**src/rtl/aes_pkg.sv**
```systemverilog
// Shared definitions for the AES result-collection path: FSM state
// encoding, block geometry and a byte-lane write helper.
package aes_pkg;

   typedef enum logic {
      COLLECT = 1'b0,
      HOLD    = 1'b1
   } state_e;

   localparam int AES_BLOCK_BYTES = 16;
   localparam int AES_BLOCK_W     = 128;

   // Replace byte lane 'lane' of a block; lane 0 occupies the top byte [127:120].
   function automatic logic [AES_BLOCK_W-1:0] lane_write(
      input logic [AES_BLOCK_W-1:0] blk,
      input logic [3:0]             lane,
      input logic [7:0]             b
   );
      logic [AES_BLOCK_W-1:0] r;
      r = blk;
      r[AES_BLOCK_W-1-8*lane -: 8] = b;
      return r;
   endfunction

endpackage

```
**src/rtl/aes_idle_timer.sv**
```systemverilog
// Idle counter: counts enabled idle cycles, clears on request and emits a
// single expire pulse on the cycle the count would reach TIMEOUT_CYCLES.
// TIMEOUT_CYCLES = 0 disables expiry entirely.
module aes_idle_timer #(
   parameter int TIMEOUT_CYCLES = 1024,
   parameter int CNT_W          = 11
) (
   input  logic clk,
   input  logic rst,
   input  logic clr_i,
   input  logic inc_i,
   output logic expire_o
);

   localparam bit             ENABLED = (TIMEOUT_CYCLES != 0);
   localparam logic [CNT_W-1:0] LAST  = CNT_W'(ENABLED ? TIMEOUT_CYCLES - 1 : 0);

   logic [CNT_W-1:0] cnt_q, cnt_d;

   // Expire on the idle cycle that completes the allowed window.
   assign expire_o = ENABLED && inc_i && (cnt_q == LAST);

   // Next count: clear wins, expiry restarts the window, otherwise count idle cycles.
   always_comb begin
      cnt_d = cnt_q;
      if (clr_i || expire_o) begin
         cnt_d = '0;
      end else if (ENABLED && inc_i) begin
         cnt_d = cnt_q + 1'b1;
      end
   end

   // Counter register.
   always_ff @(posedge clk or posedge rst) begin
      if (rst) begin
         cnt_q <= '0;
      end else begin
         cnt_q <= cnt_d;
      end
   end

endmodule

```
**src/rtl/aes_block_collect.sv**
```systemverilog
// Collects the AES byte stream into 128-bit blocks and offers each block to
// a host consumer over valid/ready. Partial blocks idle for TIMEOUT_CYCLES
// are discarded. Optional checksum: define AES_COLLECT_CHECKSUM_EN to drive
// block_xor with the XOR of the held block's 16 bytes (else tied to 0).
module aes_block_collect
   import aes_pkg::*;
#(
   parameter int TIMEOUT_CYCLES = 1024,
   parameter int CNT_W          = 11
) (
   input  logic                   clk,
   input  logic                   rst,
   input  logic [7:0]             in_data,
   input  logic                   in_valid,
   input  logic                   clear,
   input  logic                   block_ready,
   output logic [AES_BLOCK_W-1:0] block_data,
   output logic                   block_valid,
   output logic [3:0]             byte_cnt,
   output logic                   overflow,
   output logic                   timeout_evt,
   output logic [7:0]             block_xor
);

   state_e                 state_q, state_d;
   logic [AES_BLOCK_W-1:0] data_q, data_d;
   logic [3:0]             cnt_q, cnt_d;
   logic                   ovf_q, ovf_d;
   logic                   evt_q, evt_d;
   logic                   accept;
   logic                   idle_inc;
   logic                   idle_clr;
   logic                   expire;

   // A byte is taken when not clearing and storage is free (collecting, or
   // the held block is leaving this very cycle).
   assign accept   = !clear && in_valid && ((state_q == COLLECT) || block_ready);
   assign idle_inc = !clear && !in_valid && (state_q == COLLECT) && (cnt_q != 4'd0);
   assign idle_clr = clear || accept;

   aes_idle_timer #(
      .TIMEOUT_CYCLES (TIMEOUT_CYCLES),
      .CNT_W          (CNT_W)
   ) u_idle_timer (
      .clk      (clk),
      .rst      (rst),
      .clr_i    (idle_clr),
      .inc_i    (idle_inc),
      .expire_o (expire)
   );

   // FSM next state, lane writes, overflow and timeout handling.
   always_comb begin
      // NOTE: every signal gets a default first so no path leaves it unassigned (no latches).
      state_d = state_q;
      data_d  = data_q;
      cnt_d   = cnt_q;
      ovf_d   = ovf_q;
      evt_d   = 1'b0;
      if (clear) begin
         state_d = COLLECT;
         cnt_d   = 4'd0;
      end else begin
         unique case (state_q)
            COLLECT: begin
               if (expire) begin
                  cnt_d = 4'd0;
                  evt_d = 1'b1;
               end
            end
            HOLD: begin
               if (block_ready) begin
                  state_d = COLLECT;
               end else if (in_valid) begin
                  ovf_d = 1'b1;
               end
            end
            default: state_d = COLLECT;
         endcase
         if (accept) begin
            data_d = lane_write(data_q, cnt_q, in_data);
            cnt_d  = cnt_q + 4'd1;
            if (cnt_q == 4'(AES_BLOCK_BYTES - 1)) begin
               state_d = HOLD;
            end
         end
      end
   end

   // State and datapath registers.
   always_ff @(posedge clk or posedge rst) begin
      if (rst) begin
         // NOTE: registers use non-blocking assignments so every flop samples pre-edge values.
         state_q <= COLLECT;
         data_q  <= '0;
         cnt_q   <= 4'd0;
         ovf_q   <= 1'b0;
         evt_q   <= 1'b0;
      end else begin
         state_q <= state_d;
         data_q  <= data_d;
         cnt_q   <= cnt_d;
         ovf_q   <= ovf_d;
         evt_q   <= evt_d;
      end
   end

   assign block_data  = data_q;
   assign block_valid = (state_q == HOLD);
   assign byte_cnt    = cnt_q;
   assign overflow    = ovf_q;
   assign timeout_evt = evt_q;

`ifdef AES_COLLECT_CHECKSUM_EN
   logic [7:0] xacc_q, xacc_d;
   logic [7:0] bxor_q, bxor_d;

   // Running XOR restarts on each block's first byte; loaded into block_xor on the 16th.
   always_comb begin
      xacc_d = xacc_q;
      bxor_d = bxor_q;
      if (clear) begin
         xacc_d = 8'h00;
         bxor_d = 8'h00;
      end else if (expire) begin
         xacc_d = 8'h00;
      end else if (accept) begin
         xacc_d = (cnt_q == 4'd0) ? in_data : (xacc_q ^ in_data);
         if (cnt_q == 4'(AES_BLOCK_BYTES - 1)) begin
            bxor_d = xacc_q ^ in_data;
         end
      end
   end

   // Checksum registers.
   always_ff @(posedge clk or posedge rst) begin
      if (rst) begin
         xacc_q <= 8'h00;
         bxor_q <= 8'h00;
      end else begin
         xacc_q <= xacc_d;
         bxor_q <= bxor_d;
      end
   end

   assign block_xor = bxor_q;
`else
   assign block_xor = 8'h00;
`endif

endmodule
```
**config.mk**
```make
export PLATFORM = sky130hd
export DESIGN_NAME = aes_block_collect
export DESIGN_NICKNAME = d
export VERILOG_FILES = /design/src/rtl/aes_pkg.sv /design/src/rtl/aes_idle_timer.sv /design/src/rtl/aes_block_collect.sv
export SDC_FILE = /design/constraint.sdc
export NUM_CORES = 1
export LEC_CHECK = 0
export ABC_AREA = 1
export BUFFER_PORTS_ARGS = -buffer_cell sky130_fd_sc_hd__buf_2
export CAP_MARGIN = 15
export CORE_MARGIN = 2
export CORE_UTILIZATION = 40
export DETAILED_ROUTE_END_ITERATION = 10
export RECOVER_POWER = 100
export SYNTH_ARGS = -nofsm -noshare
export SYNTH_HDL_FRONTEND = slang
export SYNTH_SLANG_ARGS = --single-unit
```
**constraint.sdc**
```tcl
create_clock -name clk -period 9.6 [get_ports clk]
set_clock_uncertainty 0.1 [all_clocks]
set_input_delay 0.48 -clock clk [delete_from_list [all_inputs] [get_ports clk]]
set_output_delay 0.48 -clock clk [all_outputs]
set_load 0.02 [all_outputs]
```
# ---- Yosys cells after proc, flatten, opt, wreduce, memory -nomap -nowiden
# Index checks and enable logic that the tools add are counted.
dict set report word_totals {
  elab_cells 50
  regBits 146
  in_bits 13
  out_inout_bits 143
}
dict set report classes {
  bitwise_logic 3
  n_eq_ne 3
  n_shift 2
  reduce_logical 17
  add_sub_neg 4
  mux 15
}
# op n
set ops {}
lappend ops {{8-bit by 34-bit variable shift with 135-bit output, first input constant} 1}
lappend ops {{8-bit by 34-bit indexed part select with 135-bit output} 1}
lappend ops {{128-bit bitwise mux} 1}
lappend ops {{32-bit negator with 34-bit output} 1}
lappend ops {{11-bit two-way mux} 2}
lappend ops {{4-bit two-way mux} 4}
lappend ops {{11-bit by 1-bit adder with 11-bit output, second input constant} 1}
lappend ops {{11-bit by 10-bit equality test with 1-bit output, second input constant} 1}
lappend ops {{1-bit two-way mux} 8}
lappend ops {{7-bit by 7-bit subtractor with 8-bit output, first input constant} 1}
lappend ops {{1-bit logical AND} 6}
lappend ops {{4-bit by 1-bit adder with 4-bit output, second input constant} 1}
lappend ops {{4-bit equality test, second input constant} 1}
lappend ops {{2-bit AND reduction} 2}
lappend ops {{4-bit AND reduction} 1}
lappend ops {{4-bit nonzero test} 1}
lappend ops {{1-bit logical OR} 3}
lappend ops {{3-bit by 2-bit inequality test with 1-bit output, second input constant} 1}
lappend ops {{1-bit NOT} 3}
lappend ops {{3-bit nonzero test} 1}
lappend ops {{1-bit logical NOT} 2}
lappend ops {{2-bit nonzero test} 1}

# ---- Logic depth before layout (Yosys ltp)
# Gate-level depths: netlist (run 1).
dict set report logic_depth {
  ltp_word 9
  depth_mapped 10
  ltp_nobuf 9
}

# ---- Modules after synthesis
# A second synthesis (run 1) with hierarchy kept.
dict set report hier_totals {
  cells_unflattened 768
  hier_area_um2 6601.3
}
# mod cells_each area_per_inst_um2 seq_area_each_um2 instances
set modules_own_cells {}
lappend modules_own_cells {aes_block_collect 684 5903.2 3378.2 1}
lappend modules_own_cells {aes_idle_timer 84 698.2 275.3 1}

# ---- Worst setup path before layout (run 1)
# Ideal clock, no wire load.
dict set report synth_timing {
  path_kind {register -> register}
  from {register cnt_q[1] (netlist: byte_cnt[1])}
  to {register cnt_q[0] (netlist: byte_cnt[0])}
  synth_period_minus_slack_ns 2.056
  setup_ns 0.137
  required_ns 9.363
  t_arrival_ns 1.819
  path_stages_with_launch 8
  path_buffers 1
  path_slack_ns 7.544
  cell_sequence {dfrtp_1 > buf_2 > clkinv_1 > ha_1 > nand3_1 > nand2_1 > o21ai_0 > o21ai_0}
}
dict set report synth_via {
  elab_chain_len 5
}
# element line
set synth_rtl {}
lappend synth_rtl {{start, declared} aes_block_collect.sv:27} ;# logic [3:0] cnt_q, cnt_d;
lappend synth_rtl {{start signal, assigned} aes_block_collect.sv:102} ;# cnt_q <= cnt_d;
lappend synth_rtl {{4-bit nonzero test} aes_block_collect.sv:38} ;# assign idle_inc = !clear && !in_valid && (state_q == COLLECT) && (cnt_q != 4'd0);
lappend synth_rtl {{1-bit logical AND} aes_block_collect.sv:38}
lappend synth_rtl {{1-bit logical AND} aes_idle_timer.sv:21} ;# assign expire_o = ENABLED && inc_i && (cnt_q == LAST);
lappend synth_rtl {{3-bit nonzero test (no line)} n/a}
lappend synth_rtl {{2-bit AND reduction (no line)} n/a}
# No other way between the ends.
# A chain may end at the register's enable or synchronous reset.

==> run_results.csv, run 1 <==
group,metric,value,unit
power_and_ir_drop,power,1.47,mW
worst_setup_path,cp.depth,3,
floorplan,io_pins,156,
cells_and_area,utilization,48.8,%
worst_setup_path,path_class,"primary input to async pin",
logic_synthesis,ys_ff_latch,146,
cells_and_area,finalNetCount,830,
power_and_ir_drop,clockPowerShare,46.1,%
clock_network,cts_sinks,146,
logic_synthesis,synth_compound_area_share,12.4,%
clock_network,clock_path_buffers,2,
route,vias,4971,
power_and_ir_drop,power_frac_seq,44.9,%
power_and_ir_drop,p_sw_share,24.9,%
route,dr.pass1.iters,5,
floorplan,fp.coreArea,0.0150,sq mm
route,vias_per_cell,4.92,
worst_setup_path,cp_slowest_cell,"clkinvlp_2",
worst_setup_path,critPathRequiredTime,9.92,ns
sta,finalSetupViolations,0,
outcome,violations,"capacitance limit, slew limit",
route,antenna_left,0,
placement,io_buffers,147,
sta,drv_slew,77,
flow_run,cap_violations,1,
power_and_ir_drop,p_switching,0.367,mW
cells_and_area,n_antenna_cell,0,
logic_synthesis,synthCells,664,
worst_setup_path,worstPathArrival,3.44,ns
worst_setup_path,cp_max_fo,76,
sta,grt_setup_unrepaired,"no",
cells_and_area,register_area,0.00365,sq mm
route,wire_per_inst,15.5,microns
clock_network,numCtsBuffers,17,
clock_network,postCtsHoldBufs,0,
logic_synthesis,netlist_area,0.00609,sq mm
power_and_ir_drop,ir_drop,0.000120,V
worst_setup_path,worst-r2r-cell-count,8,
grt,grt_overflow,0,
cells_and_area,layout_common_cells,"nand2_1 (194), dfrtp_1 (146), clkbuf_1 (137), o21ai_0 (115), inv_1 (55)",
clock_network,cts_setup_buffers,0,
worst_setup_path,critical-path-top-delay-family,"buffers and inverters",
sta,setup_tns,0,ns
logic_synthesis,synthSimpleGateAreaFrac,19.1,%
logic_synthesis,yosysUniqueCellTypes,28,
clock_network,cts_tree,"done",
route,drt_iter0_drc,341,
outcome,status,"finished, violations left",
sta,period_minus_slack,3.12,ns
power_and_ir_drop,leakage,3.37,nW
grt,use_met3,6.37,%
worst_hold_path,hold_depth,3,
sta,max-slew-margin-rel,-119,%
cells_and_area,area_growth,20.4,%
floorplan,start_util,40.5,%
clock_network,h-tree-depth,4,
placement,dpl-instance-area,0.00690,sq mm
grt,grt_usage,19.8,%
grt,grt_pass1_wl,24600,microns
clock_network,cts-root-buf,"clkbuf_16",
worst_setup_path,path_buf_inv,3,
grt,grt_pass1_vias,4667,
logic_synthesis,syn_avg_cell_area,9.17,sq um
floorplan,die_h,127,microns
worst_setup_path,max_stage_delay,1.82,ns
logic_synthesis,synth.area.mux_share,0,%
sta,worstMarginPinSlew,3.27,ns
route,drc,0,
clock_network,post_cts_resized,0,
floorplan,rows,45,
cells_and_area,fill_cells,1483,
logic_synthesis,yosys_warnings,0,
logic_synthesis,yosys.area_share.xor_xnor,0.144,%
floorplan,die-width,127,microns
route,totalWireLength,15700,microns
power_and_ir_drop,powerDensity,201,mW/mm^2
sta,fmax,321,MHz
clock_network,cts.clk_slew.worst_paths,0.06,ns
cells_and_area,layout_commonest_cell,"nand2_1",
placement,routabilityCongestion,0.836,
worst_hold_path,hold_class,"primary input to flop",
cells_and_area,final_cell_area,0.00733,sq mm
grt,antenna_found_initial,0,
sta,period_share,32.5,%
worst_setup_path,start_kind,"primary input",
grt,grt_max_degree,77,
placement,dp_hpwl,11300,microns
worst_setup_path,crit_path_end_kind,"async pin",
worst_setup_path,cp_cell_sequence,"buf_2, clkinvlp_2, buf_4",
grt,grt_use_met2,30.1,%
power_and_ir_drop,internal_power,1.11,mW
grt,grt_util_met1,26.0,%
sta,hold_viol,0,
clock_network,worstSkewPairLatency,0.42,ns
cells_and_area,multi_input_area,0.00202,sq mm
floorplan,die_area,0.0162,sq mm
logic_synthesis,seq_area_frac_synth,60.0,%
cells_and_area,drive_gt1_share,6.32,%
power_and_ir_drop,p_comb_share,9.0,%
grt,busiest_layer,"met2",
logic_synthesis,synth-adder-area-share,1.44,%
logic_synthesis,synth_top_family_by_area,"simple AND/OR/NAND/NOR gates",
==> worst min-delay path, delay by kind of cell <==
family                 cells  cell delay (ns)
and+or+nand+nor            1             0.06
buffers and inverters      1             0.10
AOI/OAI and AO/OA          1             0.08
==> stage by stage <==
stage | setup slack (ns) | hold WS (ns) | cells
floorplan | 5.10 | 0.378 | 671
global placement | 7.33 | 0.358 | 979
detailed placement | 7.17 | 0.361 | 979
CTS | 7.17 | 0.0875 | 1011
global route | 5.84 | 0.265 | 1011
finish | 6.48 | 0.252 | 1011
==> routing by layer <==
| metal | vias up | wire length (microns) |
|---|---|---|
| li1 | 2429 | - |
| met3 | 25 | 1050 |
| met2 | 159 | 7160 |
| met1 | 2358 | 7080 |
| met4 | 0 | 371 |
| met5 | - | 0 |
==> final cells by class <==
class	count	area share, %
Sequential cell	146	49.8
Inverter	60	3.09
Multi-Input combinational cell	437	27.6
Clock buffer	23	6.66
Tap cell	188	3.21
Timing Repair Buffer	148	7.84
Clock inverter	9	1.74
==> Yosys cell counts (all sizes together) <==
cell	n	area [sq um]
a21oi	9	45.0
and3	1	6.26
buf	25	183
clkbuf	3	11.3
clkinv	1	3.75
conb	1	3.75
dfrtp	146	3650
ha	7	87.6
inv	59	221
nand2	195	742
nand3	24	120
nand3b	1	7.51
nand4	3	18.8
nor2	38	183
nor3	17	85.1
o21a	8	60.1
o21ai	115	576
o21bai	1	7.51
o22ai	2	12.5
o31ai	7	52.6
xor2	1	8.76
==> flip-flops by register name, summed over array words and instances, names as in the netlist <==
register,flops
overflow,1
byte_cnt,4
u_idle_timer.cnt_q,11
timeout_evt,1
block_valid,1
block_data,128
==> worst paths after layout <==
kind                            startpoint               endpoint  slack, ns
max                                    rst            byte_cnt[0]       6.48
min                             in_data[7]         block_data[39]       0.25
max reg2reg                    byte_cnt[1]  u_idle_timer.cnt_q[1]       7.10
min reg2reg                block_data[124]        block_data[124]       0.38
max in group clk               byte_cnt[1]  u_idle_timer.cnt_q[1]       7.10
min in group asynchronous              rst        block_data[121]       0.90
==> kinds of logic (layout without fill, tap and decap cells) <==
family          Yosys count  in the layout
buf+inv                  88            240
compound gates          142            142
other cells               1              8
xor+xnor                  1              1
flops                   146            146
fa+ha+maj                 7              7
simple gates            279            279
==> power by group through the flow <==
stage	Clock (mW)	Sequential, mW	Combinational, mW
floorplan	0	0.700	0.0596
global placement	0	0.669	0.140
detailed placement	0	0.672	0.142
CTS	0.695	0.661	0.142
global route	0.718	0.666	0.148
finish	0.679	0.663	0.132
Power figures use the tool's default switching activity.
==> run 2, diff against run 1 <==
--- a/config.mk
+++ b/config.mk
@@ -11,6 +11,7 @@
 export CORE_MARGIN = 2
 export CORE_UTILIZATION = 40
 export DETAILED_ROUTE_END_ITERATION = 10
+export PLACE_DENSITY = 0.65
 export RECOVER_POWER = 100
 export SYNTH_ARGS = -nofsm -noshare
 export SYNTH_HDL_FRONTEND = slang
==> constraint.sdc (replaced) <==
create_clock -name clk -period 2.8 [get_ports clk]
set_clock_uncertainty 0.1 [all_clocks]
set_input_delay 0.14 -clock clk [delete_from_list [all_inputs] [get_ports clk]]
set_output_delay 0.14 -clock clk [all_outputs]
set_load 0.02 [all_outputs]
==> run 2 against run 1 <==
  * The run ends with capacitance limit left
  * Clock power grew to 3.2 times the previous value
  * Largest power group is now registers
  * Final cell count is 1.3% higher
  * Critical path depth is 5 higher
  * Total power grew to 3.3 times the previous value
  * Highest routed layer unchanged
  * Register-to-register slack worse by 6.7 ns
  * Die area stayed put
  * Sequential share of layout area is 0.50 points lower
==> run_results.csv, run 2 (same netlist as run 1, synthesis figures left out) <==
group,metric,value,unit
route,vias_per_cell,4.78,
power_and_ir_drop,powerDensity,663,mW/mm^2
worst_setup_path,start_kind,"flop",
cells_and_area,layout_common_cells,"nand2_1 (194), dfrtp_1 (146), clkbuf_1 (135), o21ai_0 (115), inv_1 (56)",
power_and_ir_drop,ir_drop,0.000420,V
sta,period_minus_slack,2.38,ns
sta,hold_viol,0,
placement,routabilityCongestion,0.823,
clock_network,cts-root-buf,"clkbuf_16",
cells_and_area,utilization,49.2,%
clock_network,worstSkewPairLatency,0.41,ns
grt,grt_pass1_vias,4713,
worst_setup_path,r2r_slack,0.42,ns
floorplan,rows,45,
placement,dp_hpwl,11100,microns
route,antenna_left,0,
worst_setup_path,critPathRequiredTime,3.01,ns
grt,grt_max_degree,65,
route,met1Wirelength,7380,microns
worst_setup_path,crit_path_end_kind,"flop",
cells_and_area,largest_reg_flops,128,
route,wire_per_inst,15.2,microns
grt,antenna_found_initial,0,
placement,preCtsSetupSlack,0.492,ns
route,vias,4898,
worst_setup_path,cp_cell_sequence,"clkbuf_1, ha_1, ha_1, nand2_1, nor2_1, clkbuf_2, o21ai_0, o21a_1",
placement,io_buffers,147,
sta,fmax,420,MHz
clock_network,numCtsBuffers,17,
worst_hold_path,hold_class,"primary input to flop",
grt,grt_overflow,0,
route,highest_layer,"met4",
cells_and_area,finalNetCount,844,
route,totalWireLength,15600,microns
worst_setup_path,cp_slowest_cell,"clkbuf_1",
sta,finalSetupViolations,0,
sta,drv_slew,0,
route,drt_iter0_drc,379,
floorplan,io_pins,156,
grt,grt_pass1_wl,25200,microns
worst_hold_path,hold_depth,5,
worst_setup_path,worstPathArrival,2.59,ns
sta,period_share,85.0,%
outcome,status,"finished, violations left",
worst_hold_path,holdPathEnd,"overflow",
worst_setup_path,critPathMostFrequentCell,"ha_1",
route,drc,0,
floorplan,die_area,0.0162,sq mm
clock_network,post_cts_resized,0,
worst_setup_path,worst-r2r-cell-count,8,
clock_network,clock_path_buffers,2,
clock_network,cts.clk_slew.worst_paths,0.06,ns
route,dr_wl_met2,6880,microns
clock_network,h-tree-depth,4,
worst_setup_path,path_class,"flop to flop",
worst_hold_path,hp-start,"in_valid",
floorplan,die-width,127,microns
power_and_ir_drop,leakage,3.40,nW
floorplan,die_h,127,microns
floorplan,start_util,40.5,%
clock_network,cts_sinks,146,
worst_setup_path,timing.rr.start,"byte_cnt[0]",
sta,setup_tns,0,ns
sta,fin_ws,0.419,ns
route,wl_met3,1110,microns
flow_run,cap_violations,1,
grt,grt_usage,20.0,%
clock_network,cts_tree,"done",
sta,grt_setup_unrepaired,"no",
route,dr.pass1.iters,5,
cells_and_area,drive_gt1_share,6.46,%
outcome,violations,"capacitance limit",
cells_and_area,area_growth,21.6,%
floorplan,fp.coreArea,0.0150,sq mm
sta,worstMarginPinSlew,1.48,ns
cells_and_area,n_antenna_cell,0,
cells_and_area,layout_commonest_cell,"nand2_1",
worst_setup_path,reg2reg_to,"block_data[67]",
worst_setup_path,cp_max_fo,19,
sta,max-slew-margin-rel,1.00,%
worst_setup_path,max_stage_delay,0.57,ns
[run 2: where the power goes]
| part | leakage [nW] | switching (mW) | total [mW] | internal (mW) |
|---|---|---|---|---|
| sequential | 2.00 | 0.0608 | 2.26 | 2.20 |
| combinational | 1.12 | 0.357 | 0.470 | 0.113 |
| clock | 0.276 | 0.848 | 2.18 | 1.33 |
| total | 3.40 | 1.27 | 4.91 | 3.64 |
[run 2: metrics by stage]
step / total power [mW] / std cells / area (sq um) / hold slack, ns
after CTS: 4.99 / 1024 / 7630 / 0.0125
after global routing: 5.12 / 1024 / 7400 / 0.0503
after detailed placement: 2.79 / 982 / 6950 / 0.222
after global placement: 2.78 / 982 / 6950 / 0.223
after floorplan: 2.61 / 671 / 6120 / 0.187
final: 4.91 / 1024 / 7400 / 0.0301
[run 2: worst max path at each step]
| stage | slack (ns) | end | from |
|---|---|---|---|
| after CTS | 0.49 | byte_cnt[0] | byte_cnt[1] |
| after floorplan | 0.73 | block_data[0] | rst |
| after detailed placement | 0.49 | u_idle_timer.cnt_q[1] | byte_cnt[1] |
| after global placement | 0.60 | byte_cnt[1] | byte_cnt[1] |
| after global routing | 0.12 | block_data[77] | rst |
| final | 0.42 | block_data[67] | byte_cnt[0] |
[run 2: worst max-delay path: cells and delay by family (launching register included)]
family	cells	cell delay, ns
and+or+nand+nor	2	0.17
buffers and inverters	2	0.87
adders and majority gates	2	0.53
AOI/OAI and AO/OA	2	0.27
DFF	1	0.34
[run 2: final cells by class]
type	count	area, sq um
fill	1470	7630
multi-input combinational	437	2010
tap	188	235
timing repair buffer	162	702
clock buffer	22	494
clock inverter	9	80.1
sequential	146	3650
inverter	60	226
[run 2: timing repair]
action / CTS / global route
hold endpoints to repair: 53 / 0
endpoints found under the setup margin: 0 / 0
setup buffers: 0 / 0
hold buffers: 11 / 0
[run 2: metal layers]
metal	GRT usage (%)	vias to the layer above
met3	6.28	13
met4	6.14	0
met1	28.3	2265
met5	0	-
li1	-	2461
met2	29.6	159
